--- src/rtl/color_layer_scheduler_pkg.sv ---
// Shared video definitions for the colour path.
// Holds the palette index names, palette index width, default layer count
// and the record types used by the layer scheduler pipeline.
package color_layer_scheduler_pkg;

    localparam int COLOR_W        = 3;
    localparam int NUM_LAYERS_DEF = 4;
    localparam int FRAME_CNT_W    = 8;

    typedef enum logic [COLOR_W-1:0] {
        PURPLE    = 3'd0,
        WHITE     = 3'd1,
        BLUE      = 3'd2,
        BLACK     = 3'd3,
        TURQUOISE = 3'd4,
        YELLOW    = 3'd5,
        GREEN     = 3'd6,
        RED       = 3'd7
    } color_e;

    // Frame-level state shared by every pixel of a frame.
    typedef struct packed {
        logic [FRAME_CNT_W-1:0] cnt;
        logic                   phase;
        logic [COLOR_W-1:0]     rot;
    } frame_state_t;

    // Registered pixel result presented to the palette lookup.
    typedef struct packed {
        logic [COLOR_W-1:0] color;
        logic               blank;
        logic               hit;
        logic [1:0]         layer;
    } pix_out_t;

endpackage

--- src/rtl/color_layer_scheduler_priority_sel.sv ---
// layer_priority_sel: combinational fixed-priority selector.
// Ports: req (one bit per layer), hit (any request), idx (lowest requesting
// index, 0 when nothing requests).
module layer_priority_sel #(
    parameter int NUM_LAYERS = 4,
    parameter int IDX_W      = 2
) (
    input  logic [NUM_LAYERS-1:0] req,
    output logic                  hit,
    output logic [IDX_W-1:0]      idx
);

    // Scan from the top down so the lowest index is the last writer and wins.
    always_comb begin
        hit = 1'b0;
        idx = '0;
        for (int i = NUM_LAYERS - 1; i >= 0; i--) begin
            if (req[i]) begin
                hit = 1'b1;
                idx = IDX_W'(i);
            end
        end
    end

endmodule

--- src/rtl/color_layer_scheduler.sv ---
// color_layer_scheduler: per-pixel palette index scheduler for the VGA path.
// Ports:
//   CLOCK, RESET            clock and synchronous active-high reset
//   pix_en                  pixel strobe, all state advances only on it
//   frame_start             first pixel of a frame (qualified by pix_en)
//   in_blank                pixel lies in the blanking region
//   layer_valid/color/flash per-layer request, palette index, flash enable
//   cycle_en                enables palette rotation at frame wrap
//   color_out, blank_out    palette index and aligned blank flag
//   hit, active_layer       winning layer information
//   flash_phase             current flash phase
// Two-stage pipeline: stage 1 captures the pixel plus frame state, stage 2
// resolves priority/flash/rotation into the registered outputs.
module color_layer_scheduler
    import color_layer_scheduler_pkg::*;
#(
    parameter int                 NUM_LAYERS   = NUM_LAYERS_DEF,
    parameter int                 FLASH_FRAMES = 15,
    parameter logic [COLOR_W-1:0] BG_COLOR     = BLACK
) (
    input  logic                          CLOCK,
    input  logic                          RESET,
    input  logic                          pix_en,
    input  logic                          frame_start,
    input  logic                          in_blank,
    input  logic [NUM_LAYERS-1:0]         layer_valid,
    input  logic [COLOR_W*NUM_LAYERS-1:0] layer_color,
    input  logic [NUM_LAYERS-1:0]         layer_flash,
    input  logic                          cycle_en,
    output logic [COLOR_W-1:0]            color_out,
    output logic                          blank_out,
    output logic                          hit,
    output logic [1:0]                    active_layer,
    output logic                          flash_phase
);

    localparam int IDX_W = (NUM_LAYERS > 1) ? $clog2(NUM_LAYERS) : 1;

    frame_state_t frame_q, frame_d;

    logic [NUM_LAYERS-1:0]         s1_valid_q, s1_valid_d;
    logic [COLOR_W*NUM_LAYERS-1:0] s1_color_q, s1_color_d;
    logic [NUM_LAYERS-1:0]         s1_flash_q, s1_flash_d;
    logic                          s1_blank_q, s1_blank_d;
    logic                          s1_phase_q, s1_phase_d;
    logic [COLOR_W-1:0]            s1_rot_q,   s1_rot_d;

    pix_out_t out_q, out_d;

    logic [NUM_LAYERS-1:0] eff_valid;
    logic                  sel_hit;
    logic [IDX_W-1:0]      sel_idx;

    // Frame state: next value as it would be after this strobe.
    always_comb begin
        frame_d = frame_q;
        if (frame_start) begin
            if (frame_q.cnt == FRAME_CNT_W'(FLASH_FRAMES - 1)) begin
                frame_d.cnt   = '0;
                frame_d.phase = ~frame_q.phase;
                if (cycle_en) frame_d.rot = frame_q.rot + 1'b1;
            end else begin
                frame_d.cnt = frame_q.cnt + 1'b1;
            end
        end
    end

    // Stage 1 takes the post-update frame state so the frame_start pixel
    // is already drawn with the new phase and rotation.
    always_comb begin
        s1_valid_d = layer_valid;
        s1_color_d = layer_color;
        s1_flash_d = layer_flash;
        s1_blank_d = in_blank;
        s1_phase_d = frame_d.phase;
        s1_rot_d   = frame_d.rot;
    end

    assign eff_valid = s1_valid_q & ~(s1_flash_q & {NUM_LAYERS{s1_phase_q}});

    layer_priority_sel #(
        .NUM_LAYERS (NUM_LAYERS),
        .IDX_W      (IDX_W)
    ) u_sel (
        .req (eff_valid),
        .hit (sel_hit),
        .idx (sel_idx)
    );

    // Stage 2: rotation touches layer colours only, never the background.
    always_comb begin
        out_d.color = BG_COLOR;
        out_d.blank = s1_blank_q;
        out_d.hit   = 1'b0;
        out_d.layer = 2'd0;
        if (!s1_blank_q && sel_hit) begin
            out_d.color = s1_color_q[int'(sel_idx)*COLOR_W +: COLOR_W] + s1_rot_q;
            out_d.hit   = 1'b1;
            out_d.layer = 2'(sel_idx);
        end
    end

    always_ff @(posedge CLOCK) begin
        if (RESET) begin
            frame_q    <= '0;
            s1_valid_q <= '0;
            s1_color_q <= '0;
            s1_flash_q <= '0;
            s1_blank_q <= 1'b1;
            s1_phase_q <= 1'b0;
            s1_rot_q   <= '0;
            out_q      <= '{color: BG_COLOR, blank: 1'b1, hit: 1'b0, layer: 2'd0};
        end else if (pix_en) begin
            frame_q    <= frame_d;
            s1_valid_q <= s1_valid_d;
            s1_color_q <= s1_color_d;
            s1_flash_q <= s1_flash_d;
            s1_blank_q <= s1_blank_d;
            s1_phase_q <= s1_phase_d;
            s1_rot_q   <= s1_rot_d;
            out_q      <= out_d;
        end
    end

    assign color_out    = out_q.color;
    assign blank_out    = out_q.blank;
    assign hit          = out_q.hit;
    assign active_layer = out_q.layer;
    assign flash_phase  = frame_q.phase;

endmodule

--- config.mk ---
export PLATFORM = sky130hd
export DESIGN_NAME = color_layer_scheduler
export DESIGN_NICKNAME = d
export VERILOG_FILES = /design/src/rtl/color_layer_scheduler_pkg.sv /design/src/rtl/color_layer_scheduler_priority_sel.sv /design/src/rtl/color_layer_scheduler.sv
export SDC_FILE = /design/constraint.sdc
export NUM_CORES = 1
export LEC_CHECK = 0
export CAP_MARGIN = 20
export CORE_ASPECT_RATIO = 0.5
export CORE_MARGIN = 3
export CORE_UTILIZATION = 55
export DETAILED_ROUTE_END_ITERATION = 16
export GPL_TIMING_DRIVEN = 1
export PLACE_DENSITY = 0.83
export SYNTH_ARGS = -nofsm -noshare
export SYNTH_HDL_FRONTEND = slang
export SYNTH_HIERARCHICAL = 1
export SYNTH_SLANG_ARGS = --single-unit
--- constraint.sdc ---
create_clock -name CLOCK -period 7.4 [get_ports CLOCK]
set_input_delay 0.74 -clock CLOCK [delete_from_list [all_inputs] [get_ports CLOCK]]
set_output_delay 0.74 -clock CLOCK [all_outputs]
set_load 0.005 [all_outputs]
=== Word level (Yosys, flattened, before mapping) ===
Index checks and enable logic that the tools add are counted.
Widths: inputs -> output; s select.

* Word-level logic and storage cells: 40
* Bits in latches: 0
* Register bits after elaboration: 40
* Input port bits: 26
* RAM bits: 0
* Memory bits (read-only): 0
* Memories kept: 0

* $mul: 1
* Magnitude comparators: 0
* Multiplexer cells: 14
* Bitwise operators: 4
* Equality and inequality tests: 1
* Shifts and indexed selects: 1
* Divide/modulo/power cells: 0
* Reduce and logical (&&, ||, !) cells: 5
* $add $sub $neg: 3

{| class="wikitable"
|+ Operators by type and width
! cell !! number
|-
| $shiftx 12x5->3 || 1
|-
| $mux 3 || 3
|-
| $add 8x1->8 const B || 1
|-
| $and 4x4->4 || 2
|-
| $eq 8x4->1 const B || 1
|-
| $mux 2 || 4
|-
| $mux 4 || 2
|-
| $mux 8 || 1
|-
| $mul 2x2->4 const B || 1
|-
| $mux 1 || 4
|-
| $not 4->4 || 1
|-
| $reduce_and 4->1 || 1
|-
| $add 3x1->3 const B || 1
|-
| $add 3x3->3 || 1
|-
| $reduce_and 3->1 || 1
|-
| $reduce_and 2->1 || 1
|-
| $logic_and 1x1->1 || 1
|-
| $logic_not 1->1 || 1
|-
| $not 1->1 || 1
|}

=== Depth between registers and ports, before layout ===
Gate-level depths: netlist of run 1.

* Depth in word-level cells: 11
* Mapped depth: 10

=== By module ===
The synthesis of run 1 kept the hierarchy.

{| class="wikitable"
|+ By module, submodules not included
! module !! seq. area each (um^2) !! times used !! cells an instance !! area each (um^2)
|-
| color_layer_scheduler || 800.8 || 1 || 172 || 1741.7
|-
| layer_priority_sel || 0.0 || 1 || 7 || 35.0
|}

=== Worst setup path after synthesis of run 1 ===
Ideal clock, no wire load.

* Path kind: flip-flop to flip-flop
* Start point: register s1_phase_q
* End point: register out_q, in the netlist color_out[2]
* Arrival time: 2.541 ns
* Setup time: 0.071 ns
* Cell stages (with the launch flop): 11
* Setup slack: 4.789 ns
* Cells stage by stage: dfxtp_1 > a21boi_0 > inv_1 > a21oi_2 > mux4_2 > ha_1 > fa_1 > xnor2_1 > xnor2_1 > nand3_1 > a21oi_1

* Elaborated cells on any way between the ends: 16

{| class="wikitable"
|+ RTL lines
! what !! line !! RTL
|-
| from (decl) || color_layer_scheduler.sv:45 || <nowiki>logic s1_phase_q, s1_phase_d;</nowiki>
|-
| from (signal assigned) || color_layer_scheduler.sv:119 || <nowiki>s1_phase_q <= s1_phase_d;</nowiki>
|-
| $and 4x4->4 || color_layer_scheduler.sv:79 || <nowiki>assign eff_valid = s1_valid_q & ~(s1_flash_q & {NUM_LAYERS{s1_phase_q}});</nowiki>
|-
| $not 4->4 || color_layer_scheduler.sv:79 ||
|-
| $and 4x4->4 || color_layer_scheduler.sv:79 ||
|-
| via eff_valid[1] || color_layer_scheduler.sv:50 || <nowiki>logic [NUM_LAYERS-1:0] eff_valid;</nowiki>
|-
| $mux 2 (2 in series) || color_layer_scheduler_priority_sel.sv:18 || <nowiki>if (req[i]) begin</nowiki>
|-
| via sel_idx[0] || color_layer_scheduler.sv:52 || <nowiki>logic [IDX_W-1:0] sel_idx;</nowiki>
|-
| $mul 2x2->4 || color_layer_scheduler.sv:97 || <nowiki>out_d.color = s1_color_q[int'(sel_idx)*COLOR_W +: COLOR_W] + s1_rot_q;</nowiki>
|-
| $shiftx 12x5->3 || color_layer_scheduler.sv:97 ||
|-
| $add 3x3->3 || color_layer_scheduler.sv:97 ||
|-
| $mux 3 || color_layer_scheduler.sv:96 || <nowiki>if (!s1_blank_q && sel_hit) begin</nowiki>
|-
| to (signal assigned) || color_layer_scheduler.sv:112 || <nowiki>out_q <= '{color: BG_COLOR, blank: 1'b1, hit: 1'b0, layer: 2'd0};</nowiki>
|-
| to (signal assigned) || color_layer_scheduler.sv:121 || <nowiki>out_q <= out_d;</nowiki>
|-
| to (decl) || color_layer_scheduler.sv:48 || <nowiki>pix_out_t out_q, out_d;</nowiki>
|}

The timed path passes the listed nets, and every way through them passes these cells.
A chain may end at the register's enable or synchronous reset.

=== Final worst setup path of run 1 ===
Ends and elaborated chain as after synthesis.

==> impl_metrics.csv, run 1 <==
group,metric,value,unit
outcome,status,"finished, final reports clean",
timing,rsz0062_at_grt,"false",
timing,whs,470,ps
timing,fin_crit,2860,ps
timing,tns,0,ps
worst_setup_path,startpoint,"s1_phase_q",
placement,dpl.hpwl,2.54,mm
routing,vias_per_cell,5.41,
worst_setup_path,r2r-end,"color_out[2]",
timing,setup_viol,0,
worst_setup_path,worst-r2r-setup-slack,4540,ps
worst_setup_path,rr_worst_depth,10,
clock_tree,clk_latency,290,ps
routing,drc,0,
clock_tree,clock-root-buffer,"clkbuf_8",
global_routing,grt_max_degree,41,
die,ioPinCount,34,
worst_setup_path,required,7620,ps
clock_tree,cts_tree,"done",
cells_and_area,design_area,2210,sq um
timing,fmax,349,MHz
clock_tree,cts_sinks,40,
timing,period_share,38.7,%
worst_setup_path,critPathKind,"reg2reg",
timing,relSlewSlack,41.9,%
clock_tree,clk_pin_slew,70,ps
cells_and_area,antenna_cells,0,
clock_tree,postCtsSetupBuffers,0,
routing,final_antenna_net_count,0,
flow_run,maxCapViolCount,0,
clock_tree,cts_made_buffers,5,
worst_setup_path,crit_end,"color_out[2]",
global_routing,grt_pass1_vias,1334,
clock_tree,cts_resized,0,
synth,synth_warnings,6,
power_and_ir_drop,cellPowerDensity,194,nW/um^2
synth,synth_commonest_cells,"40 x dfxtp_1, 37 x nor2_1, 23 x mux2i_1",
clock_tree,cts_hold_buf,0,
clock_tree,htreeDepth,2,
routing,wl,3.54,mm
synth,synth_nets,210,
cells_and_area,nets,243,
placement,dp.cells,242,
die,core_region_area,2830,sq um
synth,synth.area.top_cells,"dfxtp_1 45%, mux2i_1 13%, nor2_1 7.8%, mux4_2 3.8%, xnor2_1 3.5%",
synth,synth_top_area_share,45.1,%
routing,num_vias,1352,
power_and_ir_drop,p_leak,0.877,nW
global_routing,grt-ovfl-total,0,
synth,postSynthCellCount,179,
routing,wl_per_cell,14.1,um
synth,synth_enable_flop_cells,0,
synth,async_flop_share,0,%
worst_hold_path,hold_path_class,"reg2reg",
timing,worst_slew_pin_slew,872,ps
placement,port_buffers,33,
worst_setup_path,r2r_start,"s1_phase_q",
placement,place_congestion,0.789,
cells_and_area,drive_above_1_share,8.45,%
die,start_util,62.8,%
global_routing,antenna_found_initial,0,
die,std_cell_rows,13,
worst_setup_path,critPathMaxFanout,6,
clock_tree,clock_path_buffers,2,
synth,post-synth-top-area-cell,"dfxtp_1",
synth,synth_seq_cells,40,
routing,drtIter0Drc,45,
worst_setup_path,cp-end-kind,"flop",
global_routing,grt_first_pass_wirelength,6.05,mm
power_and_ir_drop,ir_worst_vdd,0.128,mV
timing,finalHoldViolCount,0,
timing,drv_slew,0,
routing,drtPass1Iterations,4,
worst_setup_path,start_kind,"flop",
cells_and_area,areaGrowthSynthToFinish,24.6,%
synth,yosysUniqueCellTypes,29,
die,design.die.area,3990,sq um
synth,synth.most_common_cell,"dfxtp_1",
synth,avgSynthCellArea,9.93,sq um
global_routing,gr-usage-all-layers,19.8,%
placement,placed_cell_area,2120,sq um
worst_setup_path,worstPathArrival,3080,ps
cells_and_area,fin_cells,250,
timing,finClkSkew,5.53,ps
die,chipWidth,86.4,um
synth,seq_area_frac_synth,45.1,%
synth,synth_flop_cell,"dfxtp_1",
synth,post_synth_instance_area,1780,sq um
die,die_h,46.2,um
## cells in the final DEF, fill, tap and decap left out, drive strengths merged, types with 3 or more instances in the layout
| cell type | n |
|---|---|
| a21boi | 4 |
| nand3b | 3 |
| clkbuf | 6 |
| nand2b | 7 |
| inv | 4 |
| clkdlybuf4s50 | 32 |
| nand4 | 3 |
| nor3 | 3 |
| mux2i | 23 |
| ha | 4 |
| xnor2 | 7 |
| nor2b | 3 |
| nand3 | 6 |
| a21oi | 6 |
| nor2 | 37 |
| mux4 | 3 |
| nand2 | 3 |
| dfxtp | 40 |
## per-layer routing
metal | global-route usage [%] | share of wire [%] | vias up
li1 | - | - | 673
met1 | 24.9 | 50 | 647
met2 | 33.7 | 45 | 29
met3 | 6.07 | 4.7 | 3
met4 | 5.28 | 0.65 | 0
met5 | 0 | 0 | -
## cell families after synthesis
group	synth area share, %
AO/OA/AOI/OAI	6.41
XOR/XNOR	4.44
adder cells (fa/ha/maj)	3.94
buffers and inverters	2.75
flip-flops	45.1
multiplexers	16.8
AND/OR/NAND/NOR	20.6
## per-stage QoR
| step | setup slack [ps] | power (W) | utilization (%) |
|---|---|---|---|
| final | 4540 | 0.000429 | 78.2 |
| after global routing | 4240 | 0.000445 | 78.2 |
| after CTS | 4530 | 0.000431 | 78.2 |
| after detailed placement | 4540 | 0.000285 | 75.0 |
| after global placement | 4680 | 0.000283 | 75.0 |
| after floorplan | 4790 | 0.000263 | - |
## state kept, by name (all words and copies together) (netlist names)
signal and flops:
hit 1, s1_color_q 12, s1_phase_q 1, active_layer 2, s1_valid_q 4, s1_rot_q 3
color_out 3, s1_flash_q 4, blank_out 1, s1_blank_q 1, frame_q 8
## how the worst min path moves through the flow
stage,slack (ps),depth (start not counted),startpoint,end
floorplan,450,2,s1_valid_q[0],s1_valid_q[0]
global placement,460,2,active_layer[1],active_layer[1]
detailed placement,460,2,active_layer[1],active_layer[1]
CTS,470,2,active_layer[1],active_layer[1]
global route,500,2,active_layer[1],active_layer[1]
finish,470,2,active_layer[1],active_layer[1]
## worst max-delay path: stages, from the launching register on
cell      delay (ps)
dfxtp_1          360
a21boi_0         320
inv_1            100
a21oi_2          270
mux4_2           540
ha_1             200
fa_1             370
xnor2_1          200
xnor2_1          160
nand3_1           90
a21oi_1          180
## power by group
| part | total, W | internal, W | leakage (nW) | switching (W) |
|---|---|---|---|---|
| Clock | 0.000149 | 0.0000744 | 0.0510 | 0.0000750 |
| Combinational | 0.0000508 | 0.0000294 | 0.499 | 0.0000214 |
| Sequential | 0.000229 | 0.000224 | 0.327 | 0.00000548 |
| Total | 0.000429 | 0.000328 | 0.877 | 0.000102 |
## cell type report
cell class,count,area [sq um]
multi-input combinational,127,927
sequential,40,801
fill,200,616
timing repair buffer,34,333
clock buffer,6,82.6
tap,37,46.3
inverter,4,15.0
clock inverter,2,10.0
Note: power is estimated with default switching activity, not from simulation.
==> run 2: changes to the inputs <==
CORE_UTILIZATION = 51   (was 55)
PLACE_DENSITY = 0.78   (was 0.83)
clock period = 2.7 ns   (was 7.4 ns; I/O delays follow)
==> run 2 against run 1 <==
  * Die area grew 7.0%
  * Cell count increased by 2.4%
  * Non-clock buffer count rose by 4
  * Global-route usage fell by 2.9 points
  * Largest power group unchanged
  * Worst hold slack got worse by 3.4 ps
  * First-iteration DRC count down 11%
  * Largest cell class unchanged
==> impl_metrics.csv, run 2 (same netlist as run 1, synthesis figures left out) <==
group,metric,value,unit
placement,pre_cts_ws,10.8,ps
global_routing,gr-usage-all-layers,16.9,%
die,std_cell_rows,14,
power_and_ir_drop,cellPowerDensity,508,nW/um^2
worst_setup_path,worstPathArrival,2780,ps
cells_and_area,antenna_cells,0,
worst_setup_path,cp-end-kind,"flop",
clock_tree,postCtsSetupBuffers,0,
routing,num_vias,1349,
cells_and_area,drive_above_1_share,12.0,%
routing,final_antenna_net_count,0,
cells_and_area,regMostFlops,"s1_color_q",
die,chipWidth,89.5,um
routing,drtIter0Drc,40,
worst_setup_path,critPathMaxFanout,6,
global_routing,grt_max_degree,38,
global_routing,grt-ovfl-total,0,
global_routing,antenna_found_initial,0,
routing,drc,0,
timing,setup_viol,0,
worst_setup_path,critPathKind,"reg2reg",
placement,place_congestion,0.850,
cells_and_area,nets,247,
global_routing,grt_first_pass_wirelength,5.33,mm
timing,period_share,94.8,%
clock_tree,clk_latency,290,ps
routing,drtPass1Iterations,4,
clock_tree,clock_path_buffers,2,
power_and_ir_drop,ir_worst_vdd,0.361,mV
clock_tree,clock-root-buffer,"clkbuf_8",
die,core_region_area,3150,sq um
worst_setup_path,required,2920,ps
clock_tree,cts_sinks,40,
routing,wl,3.50,mm
timing,fmax,391,MHz
clock_tree,cts_hold_buf,0,
placement,dp.cells,249,
global_routing,grt_pass1_vias,1157,
cells_and_area,areaGrowthSynthToFinish,27.0,%
die,ioPinCount,34,
cells_and_area,final_common_cell,"dfxtp_1",
cells_and_area,largest_registers,"s1_color_q: 12 flops, frame_q: 8 flops",
clock_tree,htreeDepth,2,
cells_and_area,fin_cells,256,
timing,fin_crit,2560,ps
outcome,status,"finished, final reports clean",
clock_tree,cts_tree,"done",
routing,wl_per_cell,13.7,um
die,die_h,47.7,um
timing,finClkSkew,6.09,ps
die,design.die.area,4270,sq um
timing,relSlewSlack,67.2,%
clock_tree,clk_pin_slew,70,ps
timing,drv_slew,0,
timing,worst_slew_pin_slew,492,ps
timing,setup_slack,140,ps
die,start_util,56.3,%
worst_setup_path,worst-r2r-setup-slack,140,ps
routing,vias_per_cell,5.27,
placement,port_buffers,33,
flow_run,maxCapViolCount,0,
timing,finalHoldViolCount,0,
placement,dpl.hpwl,2.55,mm
timing,tns,0,ps
timing,whs,466,ps
clock_tree,cts_made_buffers,5,
cells_and_area,final_cell_mix,"39 x dfxtp_1, 37 x nor2_1, 32 x clkdlybuf4s50_1",
power_and_ir_drop,p_leak,0.888,nW
worst_setup_path,start_kind,"flop",
worst_hold_path,hold_path_class,"in2reg",
cells_and_area,largest_reg_flops,12,
[run 2: timing repair]
action / 4_1_cts / 5_1_grt
resized for setup: 1 / 9
setup endpoints to repair: 1 / 1
pin swaps: 0 / 3
[run 2: final timing paths]
kind,depth (start not counted),end,start
setup / recovery,10,color_out[2],s1_phase_q
setup reg to reg,10,color_out[2],s1_phase_q
hold / removal,4,frame_q[6],pix_en
hold reg to reg,2,active_layer[0],active_layer[0]
[run 2: metrics by stage]
step                      cell area [sq um]  util, %  power, W
after floorplan                        1780        -  0.000720
after global placement                 2160     68.4  0.000782
after detailed placement               2160     68.4  0.000787
after CTS                              2230     70.9   0.00116
after global routing                   2260     71.6   0.00120
final                                  2260     71.6   0.00115
[run 2: where the power goes]
group          internal [W]  switching (W)
Clock              0.000176       0.000195
Sequential         0.000612      0.0000138
Combinational     0.0000865      0.0000622
[run 2: critical path: stages (launching register included)]
cell and delay (ps):
dfxtp_4 390, a21boi_1 70, nand2b_1 150, a21oi_2 190, mux4_2 540, ha_2 190, fa_2 350, xnor2_2 150
xnor2_1 210, nand3_1 100, a21oi_1 150
[run 2: layer usage]
| layer | vias up | GRT usage [%] | share of wire (%) |
|---|---|---|---|
| li1 | 690 | - | - |
| met1 | 630 | 22.4 | 48 |
| met2 | 24 | 27.1 | 47 |
| met3 | 5 | 5.33 | 4.1 |
| met4 | 0 | 5.34 | 1.1 |
| met5 | - | 0 | 0 |
[run 2: final cells by class]
class,instances,area [sq um]
Clock buffer,6,72.6
Clock inverter,1,5.00
Fill cell,253,896
Inverter,4,15.0
Multi-Input combinational cell,127,947
Sequential cell,40,805
Tap cell,40,50.0
Timing Repair Buffer,38,363
==> run 3: changes to the inputs <==
CTS_CLUSTER_SIZE = 40   (was unset)
==> results of run 3 <==
Final layout, timing and power as in run 2 (identical DEF).
